==> config.mk <==
export PLATFORM = sky130hd
export DESIGN_NAME = brightness_ramp
export DESIGN_NICKNAME = d
export VERILOG_FILES = /design/src/rtl/brightness_ramp.sv
export SDC_FILE = /design/constraint.sdc
export NUM_CORES = 1
export LEC_CHECK = 0
export CAP_MARGIN = 20
export CORE_MARGIN = 10
export CORE_UTILIZATION = 30
export DETAILED_ROUTE_END_ITERATION = 7
export SYNTH_ARGS = -nofsm -noshare
export SYNTH_HDL_FRONTEND = slang
export SYNTH_SLANG_ARGS = --single-unit
==> constraint.sdc <==
create_clock -name clk_i -period 6.3 [get_ports clk_i]
set_clock_uncertainty 0.05 [all_clocks]
set_input_delay 0.945 -clock clk_i [delete_from_list [all_inputs] [get_ports clk_i]]
set_output_delay 0.945 -clock clk_i [all_outputs]
set_load 0.05 [all_outputs]
==> src/rtl/brightness_ramp.sv <==
// Slew-rate limiter: walks value_o toward the latest target by STEP_SIZE once
// every CLOCK_FREQ_MHZ * STEP_PERIOD_US cycles, reporting busy and a done pulse.
module brightness_ramp #(
    parameter int CLOCK_FREQ_MHZ = 100,
    parameter int STEP_PERIOD_US = 20,
    parameter int VALUE_SIZE     = 8,
    parameter int STEP_SIZE      = 1
) (
    input  logic                  clk_i,
    input  logic                  rst_i,
    input  logic [VALUE_SIZE-1:0] target_i,
    input  logic                  target_valid_i,
    output logic [VALUE_SIZE-1:0] value_o,
    output logic                  busy_o,
    output logic                  done_o
);
    localparam int US_W = (CLOCK_FREQ_MHZ > 1) ? $clog2(CLOCK_FREQ_MHZ) : 1;
    localparam int ST_W = (STEP_PERIOD_US > 1) ? $clog2(STEP_PERIOD_US) : 1;
    localparam logic [VALUE_SIZE:0] STEP = (VALUE_SIZE+1)'(STEP_SIZE);

    typedef enum logic [1:0] {IDLE, UP, DOWN} state_t;

    state_t                state;
    logic [US_W-1:0]       us_cnt;
    logic [ST_W-1:0]       step_cnt;
    logic [VALUE_SIZE-1:0] tgt_q;
    logic [VALUE_SIZE-1:0] eff_tgt;
    logic [VALUE_SIZE:0]   up_diff;
    logic [VALUE_SIZE:0]   down_diff;
    logic                  us_wrap;
    logic                  step_wrap;
    logic                  step_tick;

    // A strobe arriving with a tick steps toward the new target, not the stored one.
    always_comb begin
        eff_tgt   = target_valid_i ? target_i : tgt_q;
        up_diff   = {1'b0, eff_tgt} - {1'b0, value_o};
        down_diff = {1'b0, value_o} - {1'b0, eff_tgt};
        us_wrap   = (us_cnt == US_W'(CLOCK_FREQ_MHZ - 1));
        step_wrap = (step_cnt == ST_W'(STEP_PERIOD_US - 1));
        step_tick = us_wrap && step_wrap && (state != IDLE);
    end

    always_ff @(posedge clk_i) begin
        if (rst_i) begin
            state    <= IDLE;
            value_o  <= '0;
            tgt_q    <= '0;
            busy_o   <= 1'b0;
            done_o   <= 1'b0;
            us_cnt   <= '0;
            step_cnt <= '0;
        end else begin
            done_o <= 1'b0;
            if (target_valid_i) tgt_q <= target_i;

            if (state == IDLE) begin
                us_cnt   <= '0;
                step_cnt <= '0;
            end else begin
                us_cnt <= us_wrap ? '0 : us_cnt + 1'b1;
                if (us_wrap) step_cnt <= step_wrap ? '0 : step_cnt + 1'b1;
            end

            case (state)
                IDLE: begin
                    if (target_valid_i && (target_i != value_o)) begin
                        state  <= (target_i > value_o) ? UP : DOWN;
                        busy_o <= 1'b1;
                    end
                end
                default: begin
                    // Direction is re-derived every cycle so a retarget can flip it.
                    if (eff_tgt == value_o) begin
                        state    <= IDLE;
                        busy_o   <= 1'b0;
                        done_o   <= 1'b1;
                        us_cnt   <= '0;
                        step_cnt <= '0;
                    end else if (eff_tgt > value_o) begin
                        state <= UP;
                        if (step_tick) begin
                            if (up_diff <= STEP) begin
                                value_o  <= eff_tgt;
                                state    <= IDLE;
                                busy_o   <= 1'b0;
                                done_o   <= 1'b1;
                                us_cnt   <= '0;
                                step_cnt <= '0;
                            end else begin
                                value_o <= value_o + STEP[VALUE_SIZE-1:0];
                            end
                        end
                    end else begin
                        state <= DOWN;
                        if (step_tick) begin
                            if (down_diff <= STEP) begin
                                value_o  <= eff_tgt;
                                state    <= IDLE;
                                busy_o   <= 1'b0;
                                done_o   <= 1'b1;
                                us_cnt   <= '0;
                                step_cnt <= '0;
                            end else begin
                                value_o <= value_o - STEP[VALUE_SIZE-1:0];
                            end
                        end
                    end
                end
            endcase
        end
    end
endmodule

==> metrics <==
PortBufs=20; asr flop ratio synth=0; crit-path max FO=16; met1 usage=0.1448; Final Hold Vio Count=0; met2 Use GR=0.1682; PostCTS Resize Cnt=0; #FFs+latches synth=32; Final Max Tran Viols=0; Tightest Hold Check Type=register to register; clock transition at the registers of the reported paths=0.07 ns; setup bufs post-CTS=0; WP data required=6.38 ns; FF-to-FF Start=value_o[2]; layout cells sized above 1=0.05682; Starting Density=0.3105; Sink Count=32; Max Buffers Root-to-Sink=2; CP Launch Point=target_valid_i; IR drop worst, VDD=0.08397 mV; relative slew slack=0.3275; hold_sp=us_cnt[0]; GRT Overall Usage=0.1087; DP HPWL=5566 um; hold-fix buffers at CTS=0; # fillers=910; Mean Syn Cell Area=8.137 um2; number of synthesized flops with an enable pin=0; Final ANT Viol Nets=0; Commonest cells post-synth=37 x nor2_1, 32 x dfxtp_1, 29 x ha_1, 23 x inv_1, 21 x a21oi_1; PwrDens=186.2 mW/mm2; placed insts=452; Iter 0 DRT Violations=187; antenna fix cells=0; wire per inst=15.48 um; CP Data Arrival Time=4.96 ns; # DRC=0; Via density=5.296; max-cap viol count=0; M3 GR Usage=0.02481; gpl congestion=0.9127; endpoint class of the critical path=register; Tcrit/Tclk final=0.7751; RSZ-0062 raised after global routing=false; share of the synthesized area in the top cell type=0.2343; mapped cell area=0.002734 mm2; Final Non-Filler Cells=460; Fin Setup TNS=0 ns; drt pass-1 iters=4; TritonCTS clock tree=done; most frequent cell after synthesis=nor2_1; WS Path Type=input port to register; cell accounting for the most synthesized area=dfxtp_1; Die ar.=0.01333 mm2; YS warnings=0; DR vias=2436; vias in the first global route=2414; sequential area share after synthesis=0.2343; Total Nets Final=393; worst skew pair latency=0.29 ns; GRT Max-Usage Layer=met2; fmax=0.2048 GHz; TritonCTS Buffers=5; # rows=34; status=completed; Die Span Y=115.5 um; first-pass GRT wire length=11820 um; largest net degree at the start of global routing=24; GRT overflow=0; drt total wl=7121 um; Layout area overhead=14.23%; Post-Synthesis Cells=336; CP Launch Type=input port; ys flop type=dfxtp_1; syn_nets=378; io pins=21; top post-synthesis cells by area=dfxtp_1 23%, ha_1 13%, nor2_1 5.1%; Worst Tran Pin Value=1.001 ns; final setup vio count=0; final worst path period need=4.883 ns; Die Span X=115.5 um; initial antenna violation count=0; Lkg Pwr=1.224 nW; clock root buffer=clkbuf_8; Yosys cell types=60; H-tree levels=2; core box area=0.008806 mm2
stage by stage:
step / setup WS, ns / hold slack [ns] / area (um2) / util / total power [mW]
2_1_floorplan: 2.136 / 0.3632 / 2734 / - / 0.3367
3_3_place_gp: 1.154 / 0.3821 / 2997 / 0.3403 / 0.3670
3_5_place_dp: 1.140 / 0.3880 / 2997 / 0.3403 / 0.3681
4_1_cts: 1.441 / 0.4028 / 3123 / 0.3546 / 0.5885
5_1_grt: 1.084 / 0.4277 / 3123 / 0.3546 / 0.6141
6_report: 1.417 / 0.3978 / 3123 / 0.3546 / 0.5815
where the power goes:
part | internal (mW) | switching [mW] | total [mW]
Sequential | 0.209 | 0.00315 | 0.212
Combinational | 0.0577 | 0.0946 | 0.152
Clock | 0.140 | 0.0776 | 0.217
worst paths after layout:
check                                  end  slack, ns  cells past startpoint
worst min-delay path             us_cnt[0]       0.40                      1
worst max-delay path            value_o[4]       1.42                     11
worst max register to register  value_o[4]       2.67                     10
worst min register to register   us_cnt[0]       0.40                      1
cell usage in the layout (no fill, tap or decap), types with 11 or more instances in the layout:
master / instances
clkdlybuf4s50_1: 20
a21oi_1: 21
nand2_1: 11
ha_1: 29
o21ai_0: 17
dfxtp_1: 32
nor2_1: 37
inv_1: 23
nand3_1: 15
nor3_1: 11
metal layers:
layer  vias up  wire length [um]  part of all wire
li1       1264                 -                 -
met1      1117              3467              0.49
met2        47              3233              0.45
met3         8               320             0.045
met4         0                99             0.014
met5         -                 0                 0
cell families (layout without fill, tap and decap cells):
kind of cell / count (synthesis) / in the layout / synth area share
simple gates: 122 / 122 / 0.2362
compound gates: 96 / 96 / 0.2563
buf+inv: 35 / 51 / 0.05812
flops: 32 / 32 / 0.2343
fa+ha+maj: 31 / 31 / 0.1474
xor+xnor: 12 / 12 / 0.03844
mux: 8 / 8 / 0.02929
cell type report:
type	instances	area [um2]	area share
Clock buffer	7	96.34	0.03085
Clock inverter	1	30.03	0.009615
Inverter	23	86.33	0.02764
Multi-Input combinational cell	269	1934	0.6194
Sequential cell	32	640.6	0.2051
Tap cell	108	135.1	0.04327
Timing Repair Buffer	20	200.2	0.06410
flip-flops by register name, summed over array words and instances, names as in the netlist:
register / count
tgt_q: 8
step_cnt: 5
done_o: 1
value_o: 8
us_cnt: 7
state: 2
busy_o: 1
critical path: stages:
cell,delay [ns]
clkdlybuf4s50_1,0.84
mux2i_1,0.39
inv_1,0.13
ha_1,0.52
a21o_1,0.29
or4_4,0.53
a2111oi_4,0.43
nor2_2,0.24
a221o_1,0.39
a221oi_2,0.17
a211oi_1,0.08
No activity file was read; power rests on OpenSTA's default activity.
==> RTL change 1, RTL diff (same flow settings) <==
Set the parameter `STEP_PERIOD_US` to 10 (it was 20).
--- a/src/rtl/brightness_ramp.sv
+++ b/src/rtl/brightness_ramp.sv
@@ -3,5 +3,5 @@
 module brightness_ramp #(
     parameter int CLOCK_FREQ_MHZ = 100,
-    parameter int STEP_PERIOD_US = 20,
+    parameter int STEP_PERIOD_US = 10,
     parameter int VALUE_SIZE     = 8,
     parameter int STEP_SIZE      = 1
Formal check against the unedited RTL: no difference found for any inputs over 10 cycles, from zero or initial values and one cycle with rst_i high; that may be too few to reach the edited logic, so the function may still have changed.
==> RTL change 1 against the unedited design <==
- combinational power shrank 7%
- first-iteration DRC count is 18% higher
- synthesized area down 3.5%
- wire length down 5.5%
- clock power decreased by 9%
- utilization fell by 0.56 points
- setup slack better by 0.025 ns
- total power down 6.3%
- non-clock buffer count grew 1
- cell area fell by 3.5%
- sequential cell count fell by 1
==> RTL change 1: results (changes against the unedited design) <==
slowest_delay_ns: 0.79  # -0.05 ns
buf_share: 0.06891  # +0.004806
reg2reg_slack_ns: 2.73  # +0.06 ns
fin_nets: 385  # -2.0%
n_all_inverters: 28  # +22%
p_leak_uw: 0.001215  # -0.76%
grt_pass1_vias: 2286  # -5.3%
postSynthNetCount: 368  # -2.6%
post_drt_wl_per_cell_um: 14.93  # -3.6%
met2WireLength_um: 3412  # +5.5%
layout-drive-gt1-share: 0.06122  # +0.004406
slew_headroom: 0.3706  # +0.04311
gp_congestion: 0.8386  # -8.1%
yosysUniqueCellTypes: 55  # -8.3%
sh_seq_area: 0.2059  # +0.0007668
placedCellCount: 443  # -2.0%
peakVddDrop_v: 0.00008786  # +4.6%
synth_compound_area_frac: 0.2243  # -0.03202
crit_fanout: 13  # -3
multi_input_comb_cells: 255  # -5.2%
area_growth_pct: 14.22  # about the same
status: "complete, no violations"
arrival_ns: 5.00  # +0.04 ns
met3_length_um: 300  # -6.3%
synth_fa_ha_area_frac: 0.1574  # +0.01005
postLayoutSetupSlackWorst_ns: 1.441  # +0.02472 ns
drt-met1-wl_um: 2911  # -16%
multi_input_area_share: 0.6081  # -0.01125
rr_worst_depth: 11  # +1
stdcell_count: 451  # -2.0%
hpwl_um: 5405  # -2.9%
grt_max_degree: 23  # -4.2%
ys_top_cells_by_area: "dfxtp_1 (24%), ha_1 (14%), nor2_1 (5.4%)"
RTL change 1: changes by cell type in the layout (fill, tap and decap cells not counted), moves of 5 or more:
cell	delta
nand2_1	+11
inv_1	+5
xnor2_1	+6
o21ai_0	-6
nor2b_1	-6
a211oi_1	-6
RTL change 1: metal layers:
metal | up-vias | GRT usage
met5 | - | 0
li1 | 1190 | -
met4 | 0 | 0.03008
met3 | 10 | 0.01942
met2 | 47 | 0.1806
met1 | 1131 | 0.1323
RTL change 1: path summary, 6_finish.rpt:
check / to / from
min reg2reg: us_cnt[0]$_SDFF_PP0_ / us_cnt[0]$_SDFF_PP0_
min: us_cnt[0]$_SDFF_PP0_ / us_cnt[0]$_SDFF_PP0_
max reg2reg: value_o[2]$_SDFFE_PP0P_ / tgt_q[1]$_SDFF_PP0_
max: value_o[2]$_SDFFE_PP0P_ / target_valid_i
RTL change 1: report_power, final:
group          total (uW)  switching, uW  internal [uW]
registers             205           2.14            203
logic                 142           87.5           54.6
clock network         198           80.5            118
total                 545            170            375
==> RTL change 2, RTL diff (same settings) <==
Made on the original files. Register the inputs `target_i` and `target_valid_i` before use, with the module's reset. The logic sees them one clock later.
--- a/src/rtl/brightness_ramp.sv
+++ b/src/rtl/brightness_ramp.sv
@@ -21,4 +21,17 @@
     typedef enum logic [1:0] {IDLE, UP, DOWN} state_t;
 
+    logic [VALUE_SIZE-1:0] target_q;
+    logic target_valid_q;
+
+    always_ff @(posedge clk_i) begin
+        if (rst_i) begin
+            target_q       <= '0;
+            target_valid_q <= '0;
+        end else begin
+            target_q       <= target_i;
+            target_valid_q <= target_valid_i;
+        end
+    end
+
     state_t                state;
     logic [US_W-1:0]       us_cnt;
@@ -34,5 +47,5 @@
     // A strobe arriving with a tick steps toward the new target, not the stored one.
     always_comb begin
-        eff_tgt   = target_valid_i ? target_i : tgt_q;
+        eff_tgt   = target_valid_q ? target_q : tgt_q;
         up_diff   = {1'b0, eff_tgt} - {1'b0, value_o};
         down_diff = {1'b0, value_o} - {1'b0, eff_tgt};
@@ -53,5 +66,5 @@
         end else begin
             done_o <= 1'b0;
-            if (target_valid_i) tgt_q <= target_i;
+            if (target_valid_q) tgt_q <= target_q;
 
             if (state == IDLE) begin
@@ -65,6 +78,6 @@
             case (state)
                 IDLE: begin
-                    if (target_valid_i && (target_i != value_o)) begin
-                        state  <= (target_i > value_o) ? UP : DOWN;
+                    if (target_valid_q && (target_q != value_o)) begin
+                        state  <= (target_q > value_o) ? UP : DOWN;
                         busy_o <= 1'b1;
                     end
Function: changed (Yosys sat finds a counterexample within 4 cycles, from zero or initial values and one cycle with rst_i high).
==> RTL change 2 against the unedited design <==
- synthesized area up 18%
- sequential cell count up 9
- combinational power up 31%
- cell area up 15%
- setup slack better by 0.64 ns
- wire length up 21%
- total power up 19%
- non-clock buffer count up 1
- largest cell class unchanged
==> RTL change 2: results (changes against the unedited design) <==
status: "complete, no violations"
grt_first_pass_wirelength_um: 14060  # +19%
area_growth_pct: 11.28
n_all_inverters: 24  # +4.3%
met2WireLength_um: 3962  # +23%
postPlaceCellArea_sq_um: 3487  # +16%
globalRouteMet2Util: 0.1821  # +0.01393
reg2reg_slack_ns: 2.06  # -0.61 ns
nWellTaps: 136  # +26%
ff_latch_area_sq_um: 820.8  # +28%
clock_power_uw: 222  # +2%
synthXorXnorAreaFrac: 0.04560  # +0.007151
p_comb_uw: 199  # +31%
met3_length_um: 361  # +13%
drt_wl_total_um: 8599  # +21%
drt_iter0_markers: 296  # +58%
endpoint: "value_o[6]$_SDFFE_PP0P_"
clkLatencyLatePin_ns: 0.31  # +0.02 ns
multi_input_comb_cells: 301  # +12%
num-fill-cells: 1078  # +18%
synth_compound_area_frac: 0.2249  # -0.03141
largestRegisters: "target_q x8, tgt_q x8, value_o x8"
buf_share: 0.05764  # -0.006464
clock_area_frac: 0.03229  # -0.008173
nFlopsAndLatches: 41  # +28%
synth_commonest_cells: "dfxtp_1 (41), nor2_1 (35), ha_1 (29), inv_1 (24), a21oi_1 (23)"
crit_fanout: 14  # -2
use_met3: 0.01629  # -0.008517
fin_nets: 436  # +11%
gp_congestion: 0.9335  # +2.3%
multi_input_area_share: 0.6101  # -0.009322
yosysUniqueCellTypes: 75  # +25%
layout-drive-gt1-share: 0.06835  # +0.01154
postSynthNetCount: 423  # +12%
slew_headroom: 0.5297  # +0.2022
n_all_buffers: 21  # +5.0%
grt_use_met1: 0.1485  # +0.003689
synth_fa_ha_area_frac: 0.1244  # -0.02295
peakVddDrop_v: 0.0001576  # +88%
crit_type: "reg -> reg"
drt-met1-wl_um: 4060  # +17%
ys_top_cells_by_area: "dfxtp_1 (25%), ha_1 (11%), nor2_1 (4.1%)"
-- RTL change 2: cell types whose count changed after synthesis, sizes merged, moves of 4 or more --
cell / change
a211oi: -6
clkbuf: +4
dfxtp: +9
nand2: +11
nor2b: +6
nor4: +4
-- RTL change 2: critical path, stage by stage, from the launching register on --
cell	delay, ns
dfxtp_1	0.64
mux2i_1	0.36
inv_1	0.11
ha_1	0.65
nor2_1	0.15
a2111oi_4	0.38
o311ai_1	0.17
or4_4	0.59
nor4_4	0.62
o21ai_1	0.12
a221oi_1	0.28
-- RTL change 2: metrics by stage --
stage                     setup slack [ns]  power, uW    util  instances  hold WS, ns
after global placement               2.194      474.6  0.3348        523       0.3791
final                                2.059      694.7  0.3459        531       0.4071
after CTS                            2.099      696.6  0.3459        531       0.4180
after detailed placement             2.155      476.3  0.3348        523       0.3976
after floorplan                      2.666      432.3       -        381       0.3675
after global routing                 1.838      731.9  0.3459        531       0.4542
